===== config.mk =====
export PLATFORM = sky130hd
export DESIGN_NAME = fetch_ctrl
export DESIGN_NICKNAME = d
export VERILOG_FILES = /design/src/rtl/fetch_ctrl.sv
export SDC_FILE = /design/constraint.sdc
export NUM_CORES = 1
export LEC_CHECK = 0
export CAP_MARGIN = 25
export CORE_ASPECT_RATIO = 0.75
export CORE_MARGIN = 2
export CORE_UTILIZATION = 35
export CTS_CLUSTER_DIAMETER = 30
export DETAILED_ROUTE_END_ITERATION = 8
export GPL_TIMING_DRIVEN = 0
export PLACE_DENSITY_LB_ADDON = 0.1
export SLEW_MARGIN = 15
export SYNTH_ARGS = -nofsm -noshare
export SYNTH_HDL_FRONTEND = slang
export SYNTH_SLANG_ARGS = --single-unit
export TNS_END_PERCENT = 50

===== constraint.sdc =====
create_clock -name clk -period 3.15 [get_ports clk]
set_input_delay 0.63 -clock clk [delete_from_list [all_inputs] [get_ports clk]]
set_output_delay 0.63 -clock clk [all_outputs]
set_load 0.05 [all_outputs]

===== src/rtl/fetch_ctrl.sv =====
// fetch_ctrl: pc sequencer feeding a small prefetch FIFO with redirect flush and start/halt run control
module fetch_ctrl #(
  parameter int PC_W = 8,
  parameter int OP_W = 16,
  parameter int DEPTH = 2,
  parameter logic [PC_W-1:0] RESET_PC = '0
) (
  input  logic            clk,
  input  logic            rst,
  input  logic            start,
  input  logic            halt,
  output logic [PC_W-1:0] imem_pc,
  input  logic [OP_W-1:0] imem_op,
  output logic            out_valid,
  input  logic            out_ready,
  output logic [OP_W-1:0] out_op,
  output logic [PC_W-1:0] out_pc,
  input  logic            redir_valid,
  input  logic [PC_W-1:0] redir_pc,
  output logic            busy
);
  localparam int AW = $clog2(DEPTH);
  typedef enum logic [1:0] {IDLE, RUN, HALTED} state_t;
  state_t state, state_n;
  logic [PC_W-1:0] pc, pc_n;
  logic [AW:0] count;
  logic [AW-1:0] rd, wr;
  logic [PC_W-1:0] pc_mem [DEPTH];
  logic [OP_W-1:0] op_mem [DEPTH];
  logic pop, push, flush;
  assign imem_pc = pc;
  assign busy = state == RUN;
  assign out_valid = count != '0;
  assign out_op = out_valid ? op_mem[rd] : '0;
  assign out_pc = out_valid ? pc_mem[rd] : '0;
  assign pop = out_valid && out_ready;
  assign flush = redir_valid || (halt && state != IDLE);
  assign push = busy && !flush && (count < (AW+1)'(DEPTH) || pop);
  always_comb begin
    state_n = state;
    pc_n = push ? pc + PC_W'(1) : pc;
    if (redir_valid) begin
      pc_n = redir_pc;
      state_n = busy && halt ? HALTED : state;
    end else if (halt && state != IDLE) begin
      state_n = HALTED;
    end else if (start && !busy) begin
      state_n = RUN;
      pc_n = state == IDLE ? RESET_PC : pc;
    end
  end
  always_ff @(posedge clk) begin
    if (rst) begin
      state <= IDLE;
      pc <= RESET_PC;
      count <= '0;
      rd <= '0;
      wr <= '0;
    end else begin
      state <= state_n;
      pc <= pc_n;
      count <= flush ? '0 : count + (AW+1)'(push) - (AW+1)'(pop);
      rd <= flush ? '0 : rd + AW'(pop);
      wr <= flush ? '0 : wr + AW'(push);
    end
  end
  always_ff @(posedge clk) begin
    if (push) begin
      pc_mem[wr] <= pc;
      op_mem[wr] <= imem_op;
    end
  end
endmodule


After elaboration in Yosys (flattened, before gate mapping):

Memory sizes are Yosys's and may differ from the RTL's. A register that Yosys moved wholly into a read port is not among the register bits.
Cells that the tools add are included.

* $add $sub $neg: 5
* reductions and logical operators: 16
* equal/unequal tests: 3
* multiplexer cells: 15
* order comparisons: 1

Operator list (number)
* two-way mux 8 bit: 6
* two-way mux 16 bit: 1
* adder 8 x 1 -> 8 bit (second input constant): 1
* two-way mux 2 bit: 4
* logical AND 1 bit: 6
* two-way mux 1 bit: 4
* inequality test 4 x 3 -> 1 bit (second input constant): 1
* nonzero test 2 bit: 2
* nonzero test 3 bit: 1
* adder 1 bit: 2
* adder 2 x 1 -> 2 bit: 1
* equality test 2 x 1 -> 1 bit (second input constant): 1
* zero test 1 bit: 2
* zero test 2 bit: 1
* logical OR 1 bit: 2
* less-than comparator 2 bit (second input constant): 1
* inequality test 2 x 1 -> 1 bit (second input constant): 1
* AND reduction 2 bit: 1
* OR reduction 2 bit: 1
* subtractor 2 x 1 -> 2 bit: 1

* RAM bits: 48
* input port bits: 30
* word-level logic and storage cells: 47
* memories kept: 2
* register bits after elaboration: 14

Memory list
* op_mem: depth 2, bits a word 16, read ports 1, clocked after memory_dff 1, wr ports 1, line 29 `logic [OP_W-1:0] op_mem [DEPTH];`
* pc_mem: depth 2, bits a word 8, read ports 1, clocked after memory_dff 1, wr ports 1, line 28 `logic [PC_W-1:0] pc_mem [DEPTH];`

Logic depth before layout (Yosys ltp):

Gate-level depths: netlist of run 1.

* word-level depth: 10
* depth in mapped cells: 8
* gate-level depth less buffers: 7

Least setup slack after synthesis of run 1:

OpenSTA, ideal clock, no wires.

* path type: input -> register
* from: input redir_valid
* to: memory op_mem[1][0], enable pin
* cell stages on the path: 4
* buffers on the path: 1
* setup time: 0.405 ns
* slack: 0.368 ns
* arrival: 2.377 ns
* cells stage by stage: buf_2 -> nor4b_4 -> nand2_1 -> nor2_1

* longest elaborated chain between the ends: 6

RTL lines
* from (decl): line 18 `input logic redir_valid,`
* logical OR 1 bit: line 37 `assign flush = redir_valid || (halt && state != IDLE);`
* zero test 1 bit: line 38 `assign push = busy && !flush && (count < (AW+1)'(DEPTH) || pop);`
* logical AND 1 bit (2 in series): line 38
* two-way mux 1 bit: line 68 `if (push) begin`
* two-way mux 1 bit (implied by the code): line 70 `op_mem[wr] <= imem_op;`
* to (decl): line 29

No other way between the ends.

==> results of run 1 <==
cell families (layout without fill, tap and decap cells):
group / count (synthesis) / count (layout)
multiplexers: 26 / 26
AND/OR/NAND/NOR: 66 / 66
flip-flops: 62 / 62
adder cells (fa/ha/maj): 3 / 3
AO/OA/AOI/OAI: 29 / 29
XOR/XNOR: 4 / 4
buffers and inverters: 14 / 92
cell type report:
class | count | area share
Buffer | 8 | 0.00944
Clock buffer | 10 | 0.0357
Clock inverter | 5 | 0.00769
Inverter | 6 | 0.00630
Multi-Input combinational cell | 128 | 0.241
Sequential cell | 62 | 0.481
Tap cell | 101 | 0.0353
Timing Repair Buffer | 63 | 0.184
worst reg2reg max path, stage by stage (launching register included):
cell and delay (ps):
dfxtp_1 390, nor4b_4 550, nand2_1 280, inv_1 160, ha_2 410, buf_8 210
per-stage QoR:
stage | TNS (ps) | power (mW) | setup WS [ps]
after floorplan | 0 | 1.01 | 368
after detailed placement | -1650 | 1.09 | -127
after CTS | 0 | 1.65 | 1.67
after global routing | -71.3 | 1.71 | -71.3
after global placement | -29030 | 1.08 | -901
final | 0 | 1.64 | 93.7
state kept, by name (all words and copies together), names as in the netlist:
register	cells
imem_pc	8
rd	1
op_mem	32
wr	1
state	2
count	2
pc_mem	16
power groups by stage:
stage          clock [mW]  combinational (mW)  sequential (mW)
2_1_floorplan           0              0.0588            0.949
3_3_place_gp            0               0.154            0.930
3_5_place_dp            0               0.156            0.930
4_1_cts             0.584               0.157            0.912
5_1_grt             0.624               0.168            0.915
6_report            0.568               0.156            0.912
what timing repair did:
| action | CTS | global route |
|---|---|---|
| endpoints found under the hold margin | 0 | 0 |
| endpoints found under the setup margin | 7 | 27 |
| setup buffers | 0 | 0 |
| gates resized for setup | 7 | 14 |
layer usage:
metal,routed length [um],up-vias,global-route usage,share of wire
met4,50,0,0.0405,0.0088
met5,0,-,0,0
met3,302,5,0.0558,0.053
met1,2800,883,0.197,0.49
li1,-,894,-,-
met2,2530,59,0.230,0.44
path summary, 6_finish.rpt:
| check | startpoint | to | cells after the start |
|---|---|---|---|
| max | rd | out_op[1] | 5 |
| min | imem_pc[7] | pc_mem[0][7] | 0 |
| max reg2reg | state[1] | op_mem[0][8] | 5 |
| min reg2reg | imem_pc[7] | pc_mem[0][7] | 0 |
synthesized netlist by cell type, types with 2 or more instances:
cell type,instances
edfxtp_1,48
nor2_1,31
mux2i_1,25
nand2_1,16
dfxtp_1,14
a21oi_1,6
inv_1,6
a211oi_1,5
clkbuf_1,5
o21ai_0,5
and2_1,3
buf_2,3
ha_1,3
nand2b_1,3
nand4_1,3
xor2_1,3
a22oi_1,2
a31oi_1,2
and3_1,2
nand3_1,2
o22ai_1,2
==> flow_summary_export.csv, run 1 <==
group,metric,value,unit
clock_tree,cts_inserted_buffers,9,
yosys,synth_ff_type,"edfxtp_1",
critical_path,arrival,2430,ps
critical_path,end_kind,"output pin",
outcome,status,"finished clean",
placement,place_congestion,0.761,
timing,maxSlewViolCount,0,
placement,dp.cells,368,
clock_tree,clock-sinks,62,
final_layout,final_common_cell,"edfxtp_1",
global_routing,grtUsageTotal,0.148,
critical_path,critPathMaxStageDelay,800,ps
pwr,vdd_drop_max,0.240,mV
floorplanning,die_area,8220,sq um
critical_path,cpMaxStageDelayCell,"clkdlybuf4s50_1",
placement,dp_hpwl,3.75,mm
detailed_routing,final_antenna_net_count,0,
global_routing,grt_max_degree,25,
floorplanning,die_y,79.0,um
timing,fin_crit_sh,0.970,
pwr,combPwrFrac,0.095,
final_layout,final_cell_mix,"edfxtp_1, clkdlybuf4s50_1, nor2_1",
critical_path,rrSetupSlack,840,ps
final_layout,drive_above_1_share,0.0887,
timing,timing.fmax,327,MHz
clock_tree,cts_tree,"built",
timing,final_hold_viol_count,0,
timing,rsz0062_at_grt,"true",
critical_path,path_buf_inv,3,
timing,report.final.setup_viol,0,
timing,finClkSkew,11.8,ps
detailed_routing,drt-initial-drc-count,77,
global_routing,grt_pass1_vias,1773,
clock_tree,h-tree-depth,3,
timing,timing.hold.ws,542,ps
critical_path,crit_fanout,10,
placement,port-buffer-count,62,
yosys,yosys.area.top_type,"edfxtp_1",
yosys,synthXorXnorAreaFrac,0.0133,
floorplanning,die_w,104,um
yosys,synth_area_leaders,"edfxtp_1, dfxtp_1, mux2i_1, nor2_1, nand2_1",
timing,fin_crit,3060,ps
yosys,yosysSeqAreaShare,0.656,
pwr,p_sw,0.396,mW
clock_tree,postCtsHoldBufs,0,
yosys,synthMuxAreaShare,0.0996,
worst_hold_path,hold_class,"flip-flop to flip-flop",
detailed_routing,avgViaCountPerCell,4.81,
global_routing,antenna_found_initial,0,
floorplanning,core-area,7300,sq um
clock_tree,clk_latency,330,ps
pwr,intPower,1.24,mW
final_layout,seqCellArea,1720,sq um
pwr,power.density,458,nW/um^2
final_layout,multi_input_comb_area,861,sq um
timing,tightestPinTransition,744,ps
critical_path,start_kind,"flip-flop",
yosys,yosys.area_share.simple,0.121,
critical_path,worst_path_dominant_cell_family,"buffers and inverters",
clock_tree,root_buffer,"clkbuf_8",
yosys,synth-compound-area-share,0.0748,
critical_path,worstPathCellList,"clkbuf_1 > buf_2 > mux2i_1 > nor2_1 > clkdlybuf4s50_1",
pwr,p_seq_frac,0.557,
yosys,synth_edf_count,48,
final_layout,final_cell_area,3580,sq um
final_layout,final_util,0.490,
final_layout,area_growth,36.2,%
detailed_routing,num_vias,1841,
floorplanning,num_rows,27,
global_routing,grt-ovfl-total,0,
floorplanning,ios,64,
critical_path,crit_required,2520,ps
yosys,avgSynthCellArea,12.9,sq um
pwr,p_leak,1.42,nW
detailed_routing,dr.pass1.iters,4,
final_layout,final_cells,383,
pwr,p_sw_frac,0.242,
final_layout,final_net_count,311,
run,maxCapViolations,0,
yosys,ys_warn_count,0,
detailed_routing,wl,5.68,mm
yosys,synth_top_family_by_area,"simple AND/OR/NAND/NOR gates",
yosys,synth.top_cell.area_share,0.549,
yosys,yosys.area_share.adder,0.0143,
detailed_routing,drc,0,
pwr,p_clk_frac,0.347,
detailed_routing,avgRoutedWirePerCell,14.8,um
global_routing,grt_pass1_wl,9.22,mm
yosys,ys_async_sr_fraction,0,
yosys,syn-num-nets,237,
critical_path,crit_type,"flip-flop to output pin",
placement,dpl_cell_area,3400,sq um
yosys,syn_inst,204,
final_layout,fillers,679,
yosys,ys_types,36,
clock_tree,clockBufferDepth,2,
floorplanning,initial_utilization,0.360,
final_layout,antenna_cells,0,
yosys,ys_seq_elements,62,
yosys,syn_area,2630,sq um
timing,timing.slew.headroom,0.503,
clock_tree,clk_pin_slew_worst_paths,70,ps
Note: power is estimated with default switching activity, not from simulation.
==> run 2, diff against run 1 <==
--- a/config.mk
+++ b/config.mk
@@ -7,7 +7,6 @@
 export LEC_CHECK = 0
 export CAP_MARGIN = 25
 export CORE_ASPECT_RATIO = 0.75
-export CORE_MARGIN = 2
 export CORE_UTILIZATION = 35
 export CTS_CLUSTER_DIAMETER = 30
 export DETAILED_ROUTE_END_ITERATION = 8
==> run 2 against run 1 <==
  * First-iteration DRC count is 18% higher
  * Sequential share of layout area shrank 0.66 points
  * Final cell count is 0.52% lower
  * Fmax up 7.5%
  * Combinational power about the same
  * Routed wire length is 3.6% lower
  * Design area rose by 1.4%
  * Highest routed layer unchanged
==> flow_summary_export.csv, run 2 (synthesis gave the netlist of run 1 again) <==
group,metric,value,unit
outcome,status,"finished clean",
global_routing,grt_pass1_vias,1775,
clock_tree,cts_setup_buffers,0,
clock_tree,clk_pin_slew_worst_paths,70,ps
timing,report.final.setup_viol,0,
final_layout,final_util,0.516,
detailed_routing,avgViaCountPerCell,4.68,
final_layout,largest_reg_flops,32,
floorplanning,die_y,77.0,um
pwr,vdd_drop_max,0.362,mV
timing,timing.slew.headroom,0.507,
pwr,p_leak,1.52,nW
timing,maxSlewViolCount,0,
clock_tree,root_buffer,"clkbuf_8",
global_routing,antenna_found_initial,0,
detailed_routing,dr.pass1.iters,4,
placement,port-buffer-count,62,
final_layout,final_common_cell,"edfxtp_1",
final_layout,final_cells,381,
critical_path,start_kind,"flip-flop",
placement,place_congestion,0.769,
critical_path,critPathMaxStageDelay,560,ps
detailed_routing,num_vias,1784,
final_layout,final_cell_area,3630,sq um
timing,timing.fmax,352,MHz
critical_path,worstPathCellList,"clkbuf_1 > buf_2 > mux2i_1 > nor2_1 > dlygate4sd2_1",
timing,timing.hold.ws,538,ps
clock_tree,cts_tree,"built",
detailed_routing,drt-initial-drc-count,91,
floorplanning,core-area,7030,sq um
floorplanning,die_w,102,um
final_layout,final_cell_mix,"edfxtp_1, clkdlybuf4s50_1, nor2_1",
critical_path,end_kind,"output pin",
timing,final_hold_viol_count,0,
timing,tightestPinTransition,737,ps
placement,dp.cells,365,
clock_tree,cts_inserted_buffers,9,
clock_tree,clockBufferDepth,2,
timing,rsz0062_at_grt,"false",
final_layout,antenna_cells,0,
placement,dpl_cell_area,3390,sq um
critical_path,cpMaxStageDelayCell,"dlygate4sd2_1",
global_routing,grt-ovfl-total,0,
global_routing,grtUsageTotal,0.155,
floorplanning,initial_utilization,0.374,
clock_tree,clk_latency,320,ps
final_layout,top_register,"op_mem",
final_layout,fillers,643,
placement,dp_hpwl,3.77,mm
final_layout,final_net_count,311,
clock_tree,h-tree-depth,3,
final_layout,drive_above_1_share,0.0919,
timing,finClkSkew,5.48,ps
floorplanning,ios,64,
global_routing,grt_max_degree,25,
run,maxCapViolations,0,
critical_path,crit_type,"flip-flop to output pin",
final_layout,area_growth,38.1,%
pwr,power.density,478,nW/um^2
detailed_routing,drc,0,
detailed_routing,final_antenna_net_count,0,
clock_tree,clock-sinks,62,
clock_tree,postCtsHoldBufs,0,
timing,fin_setup_tns,0,ps
detailed_routing,wl,5.47,mm
critical_path,arrival,2210,ps
detailed_routing,avgRoutedWirePerCell,14.4,um
timing,fin_crit_sh,0.903,
floorplanning,die_area,7860,sq um
critical_path,crit_fanout,10,
critical_path,crit_required,2520,ps
floorplanning,num_rows,26,
timing,fin_crit,2840,ps
worst_hold_path,hold_class,"flip-flop to flip-flop",
global_routing,grt_pass1_wl,8.98,mm
-- run 2: cell count changes in the layout (fill, tap and decap cells not counted), sizes merged --
cell / before / now
dlygate4sd2: 7 / 2
clkdlybuf4s50: 43 / 42
clkinv: 4 / 3
inv: 6 / 7
dlymetal6s2s: 12 / 18
bufinv: 0 / 1
-- run 2: stage by stage --
| stage | setup WS (ps) | total power [mW] |
|---|---|---|
| CTS | 9.77 | 1.76 |
| detailed placement | -78.6 | 1.09 |
| global placement | -935 | 1.08 |
| floorplan | 368 | 1.01 |
| global route | 78.8 | 1.81 |
| finish | 306 | 1.73 |
-- run 2: what timing repair did --
action | CTS | global route
endpoints found under the hold margin | 0 | 0
endpoints found under the setup margin | 2 | 18
resized for setup | 3 | 19
-- run 2: layer usage --
layer | global-route usage | up-vias | wire, um
li1 | - | 894 | -
met1 | 0.208 | 840 | 2680
met2 | 0.234 | 46 | 2470
met3 | 0.0593 | 4 | 280
met4 | 0.0443 | 0 | 32
met5 | 0 | - | 0
-- run 2: worst paths after layout --
path / startpoint / cells after the start / slack [ps] / to
worst max-delay path: rd / 5 / 310 / out_pc[4]
worst min-delay path: imem_pc[7] / 0 / 540 / pc_mem[1][7]
worst max register to register: state[1] / 5 / 770 / op_mem[0][13]
worst min register to register: imem_pc[7] / 0 / 540 / pc_mem[1][7]
-- run 2: layout make-up --
| type | instances | area, sq um | area share |
|---|---|---|---|
| flip-flops and latches | 62 | 1720 | 0.475 |
| multi-input cells | 128 | 858 | 0.237 |
| repair buffers | 63 | 678 | 0.187 |
| clock buffers | 10 | 128 | 0.0352 |
| well taps | 98 | 123 | 0.0338 |
| clock inverters | 6 | 61.3 | 0.0169 |
| plain buffers | 8 | 35.0 | 0.00966 |
| inverters | 6 | 22.5 | 0.00621 |
-- run 2: where the power goes --
| part | switching (mW) | total (mW) | internal [mW] | leakage [nW] |
|---|---|---|---|---|
| logic | 0.0851 | 0.155 | 0.0700 | 0.875 |
| clock network | 0.302 | 0.666 | 0.364 | 0.0964 |
| registers | 0.0156 | 0.912 | 0.896 | 0.550 |
-- run 2: worst max-delay path: cells and delay by family (launching register included) --
family | cells | cell delay (ps)
buffers and inverters | 3 | 1320
flip-flops | 1 | 310
multiplexers | 1 | 120
AND/OR/NAND/NOR | 1 | 140
